$ cat config.mk
export PLATFORM = sky130hd
export DESIGN_NAME = tattr_fill_engine
export DESIGN_NICKNAME = d
export VERILOG_FILES = /design/src/rtl/tattr_fill_engine.sv
export SDC_FILE = /design/constraint.sdc
export NUM_CORES = 1
export LEC_CHECK = 0
export ABC_CLOCK_PERIOD_IN_PS = 5530
export CAP_MARGIN = 20
export CORE_ASPECT_RATIO = 1.1
export CORE_MARGIN = 1.5
export CORE_UTILIZATION = 35
export DETAILED_ROUTE_END_ITERATION = 10
export PLACE_DENSITY = 0.64
export SETUP_SLACK_MARGIN = 0.1
export SYNTH_ARGS = -nofsm -noshare
export SYNTH_HDL_FRONTEND = slang
export SYNTH_SLANG_ARGS = --single-unit
$ cat constraint.sdc
create_clock -name clk -period 5.53 [get_ports clk]
set_input_delay 1.106 -clock clk [delete_from_list [all_inputs] [get_ports clk]]
set_output_delay 1.106 -clock clk [all_outputs]
set_load 0.1 [all_outputs]
$ cat src/rtl/tattr_fill_engine.sv
// ----------------------------------------------------------------------------
// tattr_fill_engine
//
// Purpose:
//   Hardware fill/pattern engine for the video tile-attribute (tattr) RAM
//   write port. Once started, it writes up to 2**ADDR_WIDTH attribute bytes,
//   one per cycle. Each byte is the current value, and the value advances by
//   a programmable increment after every write. The block also arbitrates
//   the single tattr write port between CPU stores and the engine. A CPU
//   store always wins, and the engine simply stalls for that cycle.
//
// Optional build macro:
//   FILL_VBLANK_SYNC_EN - when defined, a fill first waits for vblank=1.
//   It then writes only while vblank=1, so RAM updates stay out of the
//   visible area. When undefined, vblank is ignored.
//
// Ports:
//   clk, rst_n          CPU/write clock, async active-low reset
//   cfg_addr            register select: 0 DST, 1 LEN, 2 PATTERN, 3 CTRL/STATUS
//   cfg_wdata           register write data
//   cfg_wenable         register write strobe
//   cfg_rdata           register read data (combinational from cfg_addr)
//   cpu_tattr_*         CPU tattr store (addr / data / write strobe)
//   tattr_*             muxed tattr write port toward the video unit
//   vblank              high outside the visible area (clk domain)
//   busy                high while the engine is not IDLE
//   irq                 irq_pending & irq_en
//   dbg_state           current FSM state (IDLE=0, WAIT_VB=1, FILL=2, DONE=3)
//
// Strobe semantics:
//   cfg_wenable and cpu_tattr_wenable are single-cycle strobes. Each strobe
//   is accepted in the cycle it is high, and neither side has a ready/back-
//   pressure signal. When the engine loses arbitration it holds all of its
//   counters, so a CPU store never causes a fill byte to be skipped.
// ----------------------------------------------------------------------------
module tattr_fill_engine #(
    parameter int ADDR_WIDTH = 9
) (
    input  logic                  clk,
    input  logic                  rst_n,
    input  logic [1:0]            cfg_addr,
    input  logic [15:0]           cfg_wdata,
    input  logic                  cfg_wenable,
    output logic [15:0]           cfg_rdata,
    input  logic [ADDR_WIDTH-1:0] cpu_tattr_addr,
    input  logic [7:0]            cpu_tattr_wdata,
    input  logic                  cpu_tattr_wenable,
    output logic [ADDR_WIDTH-1:0] tattr_addr,
    output logic [7:0]            tattr_wdata,
    output logic                  tattr_wenable,
    input  logic                  vblank,
    output logic                  busy,
    output logic                  irq,
    output logic [1:0]            dbg_state
);

    localparam int LEN_W = ADDR_WIDTH + 1;
    // The largest legal byte count is the full RAM size.
    localparam logic [LEN_W-1:0] LEN_MAX = {1'b1, {ADDR_WIDTH{1'b0}}};
    localparam logic [15:0] LEN_MAX_16 = {{(16-LEN_W){1'b0}}, LEN_MAX};

    typedef enum logic [1:0] {
        IDLE    = 2'd0,
        WAIT_VB = 2'd1,
        FILL    = 2'd2,
        DONE    = 2'd3
    } state_t;

    state_t                 state_q, state_d;
    logic [ADDR_WIDTH-1:0]  dst_q, dst_d;
    logic [LEN_W-1:0]       len_q, len_d;
    logic [15:0]            pattern_q, pattern_d;
    logic                   irq_en_q, irq_en_d;
    logic                   irq_pending_q, irq_pending_d;
    logic [ADDR_WIDTH-1:0]  cur_addr_q, cur_addr_d;
    logic [LEN_W-1:0]       remaining_q, remaining_d;
    logic [7:0]             cur_val_q, cur_val_d;

    logic ctrl_wr;
    logic start;
    logic abort;
    logic irq_clr;
    logic irq_set;
    logic busy_int;
    logic fill_ok;
    logic grant;

    always_comb begin
        ctrl_wr  = cfg_wenable && (cfg_addr == 2'd3);
        start    = ctrl_wr && cfg_wdata[0];
        irq_clr  = ctrl_wr && cfg_wdata[2];
        abort    = ctrl_wr && cfg_wdata[3];
        busy_int = (state_q != IDLE);
`ifdef FILL_VBLANK_SYNC_EN
        fill_ok  = vblank;
`else
        // vblank has no effect in this build, so the OR folds to a constant 1.
        fill_ok  = vblank | 1'b1;
`endif
        grant    = (state_q == FILL) && !cpu_tattr_wenable && fill_ok;
    end

    // Next-state / datapath
    always_comb begin
        state_d       = state_q;
        dst_d         = dst_q;
        len_d         = len_q;
        pattern_d     = pattern_q;
        irq_en_d      = irq_en_q;
        irq_pending_d = irq_pending_q;
        cur_addr_d    = cur_addr_q;
        remaining_d   = remaining_q;
        cur_val_d     = cur_val_q;
        irq_set       = 1'b0;

        // The configuration registers are frozen while a fill is in progress.
        if (cfg_wenable && !busy_int) begin
            case (cfg_addr)
                2'd0: dst_d = cfg_wdata[ADDR_WIDTH-1:0];
                2'd1: len_d = (cfg_wdata > LEN_MAX_16) ? LEN_MAX
                                                      : cfg_wdata[LEN_W-1:0];
                2'd2: pattern_d = cfg_wdata;
                default: ;
            endcase
        end
        if (ctrl_wr) begin
            irq_en_d = cfg_wdata[1];
        end

        case (state_q)
            IDLE: begin
                if (start) begin
                    cur_addr_d  = dst_q;
                    remaining_d = len_q;
                    cur_val_d   = pattern_q[7:0];
                    if (len_q == '0) begin
                        state_d = DONE;
                    end else begin
`ifdef FILL_VBLANK_SYNC_EN
                        state_d = WAIT_VB;
`else
                        state_d = FILL;
`endif
                    end
                end
            end
            WAIT_VB: begin
`ifdef FILL_VBLANK_SYNC_EN
                if (vblank) begin
                    state_d = FILL;
                end
`else
                state_d = IDLE;
`endif
            end
            FILL: begin
                if (grant) begin
                    // The address and value both wrap naturally at their
                    // own widths.
                    cur_addr_d  = cur_addr_q + 1'b1;
                    cur_val_d   = cur_val_q + pattern_q[15:8];
                    remaining_d = remaining_q - 1'b1;
                    if (remaining_q == LEN_W'(1)) begin
                        state_d = DONE;
                    end
                end
            end
            DONE: begin
                state_d = IDLE;
                irq_set = 1'b1;
            end
            default: state_d = IDLE;
        endcase

        // ABORT overrides every busy state. A write already granted in this
        // cycle still reaches the port, because the mux below uses grant.
        if (abort && busy_int) begin
            state_d = IDLE;
            irq_set = 1'b0;
        end

        // If a set and a clear arrive in the same cycle, the set wins.
        if (irq_set) begin
            irq_pending_d = 1'b1;
        end else if (irq_clr) begin
            irq_pending_d = 1'b0;
        end
    end

    always_ff @(posedge clk or negedge rst_n) begin
        if (!rst_n) begin
            state_q       <= IDLE;
            dst_q         <= '0;
            len_q         <= '0;
            pattern_q     <= '0;
            irq_en_q      <= 1'b0;
            irq_pending_q <= 1'b0;
            cur_addr_q    <= '0;
            remaining_q   <= '0;
            cur_val_q     <= '0;
        end else begin
            state_q       <= state_d;
            dst_q         <= dst_d;
            len_q         <= len_d;
            pattern_q     <= pattern_d;
            irq_en_q      <= irq_en_d;
            irq_pending_q <= irq_pending_d;
            cur_addr_q    <= cur_addr_d;
            remaining_q   <= remaining_d;
            cur_val_q     <= cur_val_d;
        end
    end

    // Port mux: a CPU store wins, then an engine write, otherwise idle.
    always_comb begin
        tattr_addr    = cpu_tattr_addr;
        tattr_wdata   = cpu_tattr_wdata;
        tattr_wenable = 1'b0;
        if (cpu_tattr_wenable) begin
            tattr_wenable = 1'b1;
        end else if (grant) begin
            tattr_addr    = cur_addr_q;
            tattr_wdata   = cur_val_q;
            tattr_wenable = 1'b1;
        end
    end

    always_comb begin
        cfg_rdata = 16'h0000;
        case (cfg_addr)
            2'd0: cfg_rdata = 16'(dst_q);
            2'd1: cfg_rdata = 16'(len_q);
            2'd2: cfg_rdata = pattern_q;
            default: cfg_rdata = {13'd0, irq_en_q, irq_pending_q, busy_int};
        endcase
    end

    assign busy      = busy_int;
    assign irq       = irq_pending_q & irq_en_q;
    assign dbg_state = state_q;

endmodule

# Word level (Yosys, flattened, before mapping)
# Cells that the tools add are included.
# word_totals
regBits	66
output_inout_bits	38
# op_classes
n_addsub	3
n_eq_ne	12
n_reduce_logical	21
n_mux	27
order_cmp	1
bitwise	1
# ops
op	n
one-hot mux 16 bit (3 select lines)	1
two-way mux 9 bit	4
two-way mux 8 bit	4
two-way mux 10 bit	3
one-hot mux 10 bit (2 select lines)	1
one-hot mux 9 bit (2 select lines)	1
> comparator 16 x 10 -> 1 bit, second input constant	1
one-hot mux 8 bit (2 select lines)	1
equality test 10 x 1 -> 1 bit, second input constant	1
logical NOT 10 bit	1
subtractor 10 x 1 -> 10 bit, second input constant	1
adder 9 x 1 -> 9 bit, second input constant	1
adder 8 bit	1
equality test 2 bit, second input constant	4
two-way mux 2 bit	4
logical AND 1 bit	7
two-way mux 1 bit	7
one-hot mux 2 bit (3 select lines)	1
AND reduction 2 bit	3
AND reduction 3 bit	2
nonzero test 2 bit	3
equality test 2 x 1 -> 1 bit, second input constant	2
logical NOT 2 bit	2
!= test 2 bit, second input constant	2
6 further kinds	7

# Logic depth before layout (Yosys ltp)
# Gate-level depths: netlist of the first run.
# depth
word_depth	6
ltp_mapped	8
ltp_nobuf	8

# Worst setup path after synthesis of the first run
# OpenSTA, ideal clock, no wires.
# synth_timing
kind	flip-flop to output port
from	reg state_q[1] (netlist: dbg_state[1])
to	out tattr_wdata[1]
path_buffers	3
arrival_time_ns	3.939
path_stages_with_launch	6
setup_slack_ns	0.485
path_cell_list	dfrtp_1 -> buf_4 -> or3b_1 -> buf_2 -> buf_6 -> o21ai_0
# synth_via
elab_chain_cells	4
# synth_lines
element	line	source
start, declared	69	state_t state_q, state_d;
start signal, assigned	202	state_q <= state_d;
equality test 2 bit	100	grant = (state_q == FILL) && !cpu_tattr_wenable && fill_ok;
logical AND 1 bit	100	
two-way mux 8 bit	221	end else if (grant) begin
two-way mux 8 bit	219	if (cpu_tattr_wenable) begin
end, declared	49	output logic [7:0] tattr_wdata,
# Every way passes these cells.

# Worst setup path in the final report of the first run
# layout_timing
from	in cfg_addr[0]
to	out cfg_rdata[3]
# layout_via
elab_chain_cells	2
word_cells_on_any_way	4
# layout_lines
element	line	source
start, declared	41	input logic [1:0] cfg_addr,
equality test 2 bit (tied with other cells)	230	case (cfg_addr)
one-hot mux 16 bit (3 select lines) *	230	
end, declared	44	output logic [15:0] cfg_rdata,
# Mark *: on every way between the ends. The rest lies on a longest branch, timed or not.

==> Implementation_results.wiki, run 1 <==
{| class="wikitable"
! Metric !! Value
|-
| Most common library cells after synthesis || dfrtp_1 (66), mux2_2 (41), nand2_1 (38)
|-
| Vias after detailed routing || 3383
|-
| Diode insertion count for antenna repair || 0
|-
| Peak clock frequency supported by timing || 243 MHz
|-
| Area of combinational cells with multiple inputs || 2080 sq um
|-
| Detailed placement HPWL || 7710 um
|-
| Average wire length per cell after detail routing || 17.7 um
|-
| Seq/Total Area, Yosys || 42.6%
|-
| Library cell with the largest summed area after synthesis || dfrtp_1
|-
| Crit share post-route || 74.4%
|-
| Count of state elements after synthesis || 66
|-
| Post-place setup slack || 1390 ps
|-
| Total I/O pin count || 78
|-
| Post-synthesis async set-or-reset flop share || 100%
|-
| Final setup violation count || 0
|-
| Unrepaired setup endpoints after global routing || false
|-
| Final core area utilization || 45.5%
|-
| Area taken by flip-flops and latches || 1650 sq um
|-
| Num CTS Buffers || 9
|-
| Max IR drop VDD || 0.254 mV
|-
| Core Rows || 40
|-
| Die extent in x || 103 um
|-
| Layout cell share with drive strength beyond 1 || 23.3%
|-
| R2r setup slk || 3190 ps
|-
| Routability Congestion || 0.806
|-
| EDFF count, synth || 0
|-
| Largest net degree at the start of global routing || 67
|-
| Cell area after synthesis || 3880 sq um
|-
| Average size of a mapped cell || 9.85 sq um
|-
| Insertion delay of the later-clocked pin in the worst-skew pair || 330 ps
|-
| Number of levels the H-tree was split into || 3
|-
| GRT Overall Usage || 19.6%
|-
| Min-Delay Startpoint || remaining_q[6]
|-
| Nets in the synthesized netlist || 445
|-
| Overall die height || 113 um
|-
| Transition time of the tightest slew-check pin || 1040 ps
|-
| Final layout net count || 513
|-
| Leakage power total || 2.08 nW
|-
| Max Cap Violations || 0
|-
| Area growth syn-to-layout || 27.4%
|-
| Total of buffers placed on input and output ports || 76
|-
| Final Skew || 6.93 ps
|-
| Dominant register cell in the synthesized netlist || dfrtp_1
|-
| Worst reg2reg endpoint || cur_addr_q[6]
|-
| Critical Setup Path Class || input pin to primary output
|-
| Clock tree sinks || 66
|-
| Most repeated cell in the gate-level netlist after synthesis || dfrtp_1
|-
| Area contributors post-synth || dfrtp_1 (43%), mux2_2 (12%), a21oi_1 (3.7%)
|-
| Area share of the largest cell type after synthesis || 42.6%
|-
| Total wire length after detailed routing || 10900 um
|-
| Via count of the first global-routing pass || 3228
|-
| Worst-path fanout max || 13
|-
| Result of the run || complete, no violations
|-
| Synthesized netlist cell count || 394
|-
| Area of the die || 11700 sq um
|-
| Count of warnings emitted by yosys || 0
|-
| Element type at the critical path end || primary output
|-
| Crit start category || input pin
|-
| Final-layout fill cell count || 1050
|-
| Reg-to-reg startpoint || dbg_state[1]
|-
| Hold Path Sink || remaining_q[6]
|-
| Root buffer cell || clkbuf_16
|-
| Fin. Hold Viols || 0
|-
| Post-CTS Hold Buffers || 0
|-
| Endpoint required time on the critical path || 4420 ps
|-
| Mean number of vias per cell || 5.51
|-
| Power density over the cells || 579 nW/um^2
|-
| Initial core utilization || 35.7%
|-
| Distinct cells, synth || 56
|-
| Relative slew margins || 30.3%
|-
| DRT antenna net count || 0
|-
| Initial DRC count || 265
|-
| CP Data Arrival Time || 3010 ps
|-
| Post-CTS setup buffers || 0
|-
| TritonCTS clock tree || done
|-
| Buffer depth of the longest clock path || 2
|-
| Reg2reg path depth || 4
|-
| Post_cts resized || 0
|-
| First drt pass iteration count || 4
|-
| Path class of the lowest-slack min-delay path || flip-flop to flip-flop
|-
| Clock Pin Slew Worst Setup and Hold Paths || 50 ps
|-
| Final sum of negative setup slack || 0 ps
|-
| Number of slew-limit violations in the final report || 0
|-
| Floorplan Core Area || 10900 sq um
|-
| WHS Path Cells || 2
|-
| Drc violations || 0
|-
| Initial antenna violation count || 0
|-
| Global-route wire length before repair || 17400 um
|-
| Final global-route overflow total || 0
|-
| Final worst setup slack || 1410 ps
|-
| Clock period minus worst slack || 4120 ps
|}
[metal layers]
layer  vias up  global-route usage (%)  wire length (um)
met4         0                    5.32               127
met1      1693                    29.0              4930
met5         -                       0                 0
li1       1583                       -                 -
met2        97                    29.9              5180
met3        10                    2.94               625
[sequential cells by signal, summed over array words and instances (netlist names)]
signal,cells
pattern_q,16
len_q,10
remaining_q,10
cur_addr_q,9
dst_q,9
cur_val_q,8
dbg_state,2
irq_en_q,1
irq_pending_q,1
[worst max-delay path by stage]
stage | from | end | slack [ps] | cells after the start
floorplan | dbg_state[1] | tattr_wdata[1] | 490 | 5
global placement | cfg_addr[0] | cfg_rdata[7] | 1440 | 6
detailed placement | cfg_addr[0] | cfg_rdata[7] | 1390 | 6
CTS | cfg_addr[0] | cfg_rdata[7] | 1400 | 6
global route | cfg_addr[0] | cfg_rdata[3] | 1220 | 6
finish | cfg_addr[0] | cfg_rdata[3] | 1410 | 6
[layout by cell type (no fill, tap or decap), types with 7 or more instances in the layout]
master,instances
nor3_1,8
nor2_1,29
clkbuf_16,9
nand2_1,38
dfrtp_1,66
buf_4,37
mux2i_1,9
nand3_1,20
mux2_2,41
ha_1,10
o21ai_0,28
a21oi_1,29
clkdlybuf4s50_1,42
a22o_1,10
and2_1,7
inv_1,8
[worst max-delay path: stages]
cell             delay, ps
clkdlybuf4s50_1        780
nor2b_1                360
buf_4                  230
nand2_1                 70
o21ai_0                100
buf_4                  340
[where the power goes]
part,leakage [nW],total (mW),switching (mW),internal (mW)
clock,0.149,0.569,0.209,0.360
combinational,1.13,1.40,0.923,0.480
sequential,0.806,0.891,0.223,0.668
[per-stage QoR]
step | hold slack, ps | cell area, sq um | std cells | total power, mW
6_report | 495 | 4950 | 614 | 2.86
5_1_grt | 528 | 4950 | 614 | 3.04
4_1_cts | 498 | 4950 | 614 | 2.87
3_5_place_dp | 489 | 4650 | 598 | 2.30
3_3_place_gp | 480 | 4650 | 598 | 2.27
2_1_floorplan | 457 | 3880 | 394 | 1.96
[cells by family (layout without fill, tap and decap cells)]
group / after synthesis / in the layout / synth area share [%]
xor+xnor: 2 / 2 / 0.451
buf+inv: 31 / 104 / 3.90
mux: 53 / 53 / 16.0
fa+ha+maj: 11 / 11 / 3.74
simple gates: 128 / 128 / 16.3
compound gates: 103 / 103 / 17.1
flops: 66 / 66 / 42.6
[area by class of cell]
type	instances	area share [%]
multi-input combinational	297	42.1
sequential	66	33.4
timing repair buffer	80	14.2
clock buffer	11	4.91
tap	147	3.72
clock inverter	5	1.09
inverter	8	0.607
(Power assumes the default switching activity.)
==> inputs of run 2 (changes only) <==
--- a/config.mk
+++ b/config.mk
@@ -5,7 +5,7 @@
 export SDC_FILE = /design/constraint.sdc
 export NUM_CORES = 1
 export LEC_CHECK = 0
-export ABC_CLOCK_PERIOD_IN_PS = 5530
+export ABC_CLOCK_PERIOD_IN_PS = 3950
 export CAP_MARGIN = 20
 export CORE_ASPECT_RATIO = 1.1
 export CORE_MARGIN = 1.5
==> constraint.sdc (replaced) <==
create_clock -name clk -period 3.95 [get_ports clk]
set_input_delay 0.79 -clock clk [delete_from_list [all_inputs] [get_ports clk]]
set_output_delay 0.79 -clock clk [all_outputs]
set_load 0.1 [all_outputs]
==> run 2 against run 1 <==
Combinational power increased by 59%. Die area stayed put. Sequential cell count is the same. Register-to-register slack got worse by 1600 ps. Clock power increased by 24%. Non-clock buffer count increased by 5. Worst hold slack gained 7.3 ps. Worst setup slack worse by 820 ps. Count of clock-buffer cells in the layout stayed put.
==> Implementation_results.wiki, run 2 (synthesized netlist as in run 1, its figures left out) <==
{| class="wikitable"
! Metric !! Value
|-
| Most common cell after layout, fill and taps aside || dfrtp_1 (unchanged)
|-
| Critical Setup Path Class || input pin to primary output (unchanged)
|-
| Final layout net count || 518 (was 513)
|-
| Post_cts resized || 0 (unchanged)
|-
| Fin. Hold Viols || 0 (unchanged)
|-
| Transition time of the tightest slew-check pin || 964 ps (was 1040 ps)
|-
| Floorplan Core Area || 10900 sq um (unchanged)
|-
| CP Cell Sequence || clkdlybuf4s50_1 -> mux4_2 -> buf_12 (was clkdlybuf4s50_1 -> nor2b_1 -> buf_4 -> nand2_1 -> o21ai_0 -> buf_4)
|-
| Post-CTS Hold Buffers || 0 (unchanged)
|-
| Number of levels the H-tree was split into || 3 (unchanged)
|-
| Max Cap Violations || 0 (unchanged)
|-
| Result of the run || complete, no violations (unchanged)
|-
| Endpoint required time on the critical path || 3160 ps (was 4420 ps)
|-
| Max IR drop VDD || 0.382 mV (was 0.254 mV)
|-
| Num CTS Buffers || 9 (unchanged)
|-
| Crit start category || input pin (unchanged)
|-
| Total of buffers placed on input and output ports || 76 (unchanged)
|-
| Root buffer cell || clkbuf_16 (unchanged)
|-
| Average wire length per cell after detail routing || 17.9 um (was 17.7 um)
|-
| Commonest cells after routing, fill and taps aside || dfrtp_1 (66), mux2_2 (41), clkdlybuf4s50_1 (40), nand2_1 (38), buf_12 (33) (was dfrtp_1 (66), clkdlybuf4s50_1 (42), mux2_2 (41), nand2_1 (38), buf_4 (37))
|-
| Flip-flop count of the largest register after layout || 16 (unchanged)
|-
| Total wire length after detailed routing || 11100 um (was 10900 um)
|-
| Detailed placement HPWL || 8200 um (was 7710 um)
|-
| Worst-path fanout max || 13 (unchanged)
|-
| Clock period minus worst slack || 3350 ps
|-
| Total I/O pin count || 78 (unchanged)
|-
| First drt pass iteration count || 4 (unchanged)
|-
| Clock tree sinks || 66 (unchanged)
|-
| Peak clock frequency supported by timing || 298 MHz
|-
| Mean number of vias per cell || 5.53 (was 5.51)
|-
| Die extent in x || 103 um (unchanged)
|-
| Register with the most flip-flops || pattern_q (unchanged)
|-
| Initial antenna violation count || 1 (was 0)
|-
| Met1 usage || 27.0% (was 29.0%)
|-
| Area growth syn-to-layout || 38.1% (was 27.4%)
|-
| CP Data Arrival Time || 2560 ps (was 3010 ps)
|-
| Final Skew || 5.96 ps (was 6.93 ps)
|-
| Final-layout fill cell count || 1002 (was 1050)
|-
| Overall power || 4.18 mW (was 2.86 mW)
|-
| Post-place setup slack || 550 ps (was 1390 ps)
|-
| Core Rows || 40 (unchanged)
|-
| Number of slew-limit violations in the final report || 0 (unchanged)
|-
| Vias after detailed routing || 3417 (was 3383)
|-
| Worst stage delay on the critical path || 920 ps (was 780 ps)
|-
| Met2 Usage GRT || 31.7% (was 29.9%)
|-
| Final sum of negative setup slack || 0 ps (unchanged)
|-
| Final setup violation count || 0 (unchanged)
|-
| Power density over the cells || 780 nW/um^2 (was 579 nW/um^2)
|-
| Area of combinational cells with multiple inputs || 2080 sq um (about the same)
|-
| Unrepaired setup endpoints after global routing || false (unchanged)
|-
| Layer carrying the most global-route usage || met2 (unchanged)
|-
| Slowest stage cell, crit path || clkdlybuf4s50_1 (unchanged)
|-
| Initial core utilization || 35.7% (unchanged)
|-
| Crit share post-route || 84.9%
|-
| Leakage power total || 2.22 nW (was 2.08 nW)
|-
| Insertion delay of the later-clocked pin in the worst-skew pair || 330 ps (about the same)
|-
| Relative slew margins || 35.5% (was 30.3%)
|-
| Overall die height || 113 um (unchanged)
|-
| Path class of the lowest-slack min-delay path || flip-flop to flip-flop (unchanged)
|-
| Final global-route overflow total || 0 (unchanged)
|-
| Largest net degree at the start of global routing || 36 (was 67)
|-
| Final worst setup slack || 597 ps (was 1410 ps)
|-
| Drc violations || 0 (unchanged)
|-
| Layout cell share with drive strength beyond 1 || 24.5% (was 23.3%)
|-
| Area of the die || 11700 sq um (unchanged)
|-
| Clock Pin Slew Worst Setup and Hold Paths || 50 ps (about the same)
|-
| Via count of the first global-routing pass || 3501 (was 3228)
|-
| Buffer depth of the longest clock path || 2 (unchanged)
|-
| Area taken by flip-flops and latches || 1650 sq um (unchanged)
|-
| Routability Congestion || 0.855 (was 0.806)
|-
| Leading registers by flop count || pattern_q: 16 flops, len_q: 10 flops, remaining_q: 10 flops (unchanged)
|-
| Global-route wire length before repair || 18000 um (was 17400 um)
|-
| Post-CTS setup buffers || 0 (unchanged)
|-
| TritonCTS clock tree || done (unchanged)
|-
| GRT Overall Usage || 20.3% (was 19.6%)
|-
| GRT met3 Usage || 4.90% (was 2.94%)
|-
| Initial DRC count || 158 (was 265)
|-
| Element type at the critical path end || primary output (unchanged)
|-
| DRT antenna net count || 0 (unchanged)
|}
## run 2: stage by stage
stage	util [%]	instances	cell area (sq um)	hold slack, ps
6_report	49.4	618	5360	502
3_3_place_gp	46.9	603	5100	484
2_1_floorplan	-	394	3880	457
5_1_grt	49.3	617	5360	543
3_5_place_dp	46.9	603	5100	491
4_1_cts	49.3	617	5360	501
## run 2: power by group
part / switching [mW] / total (mW) / internal (mW)
Clock: 0.275 / 0.707 / 0.432
Combinational: 1.35 / 2.22 / 0.870
Sequential: 0.316 / 1.25 / 0.935
Total: 1.95 / 4.18 / 2.24
## run 2: final timing paths
path / startpoint / to / slack (ps) / cells after the start
max: cfg_addr[0] / cfg_rdata[1] / 600 / 3
min reg2reg: remaining_q[6] / remaining_q[6] / 500 / 2
max in group asynchronous: rst_n / len_q[6] / 2660 / 2
min in group asynchronous: rst_n / pattern_q[11] / 550 / 1
min: remaining_q[6] / remaining_q[6] / 500 / 2
max reg2reg: dbg_state[1] / cur_val_q[6] / 1640 / 5
## run 2: per-layer routing
layer	routed length (um)	vias to the layer above	share of wire, %
met2	5320	122	48
met5	0	-	0
met1	4710	1683	43
li1	-	1592	-
met4	259	0	2.3
met3	769	20	7.0
## run 2: final cells by class
class / instances / area share (%)
multi-input combinational: 297 / 38.9
timing repair buffer: 85 / 21.4
clock inverter: 3 / 0.327
inverter: 8 / 0.560
sequential: 66 / 30.8
tap: 147 / 3.43
clock buffer: 11 / 4.53
antenna: 1 / 0.0467
## run 2: worst max-delay path, delay by kind of cell
| family | cells | cell delay, ps |
|---|---|---|
| buf+inv | 2 | 1120 |
| mux | 1 | 650 |
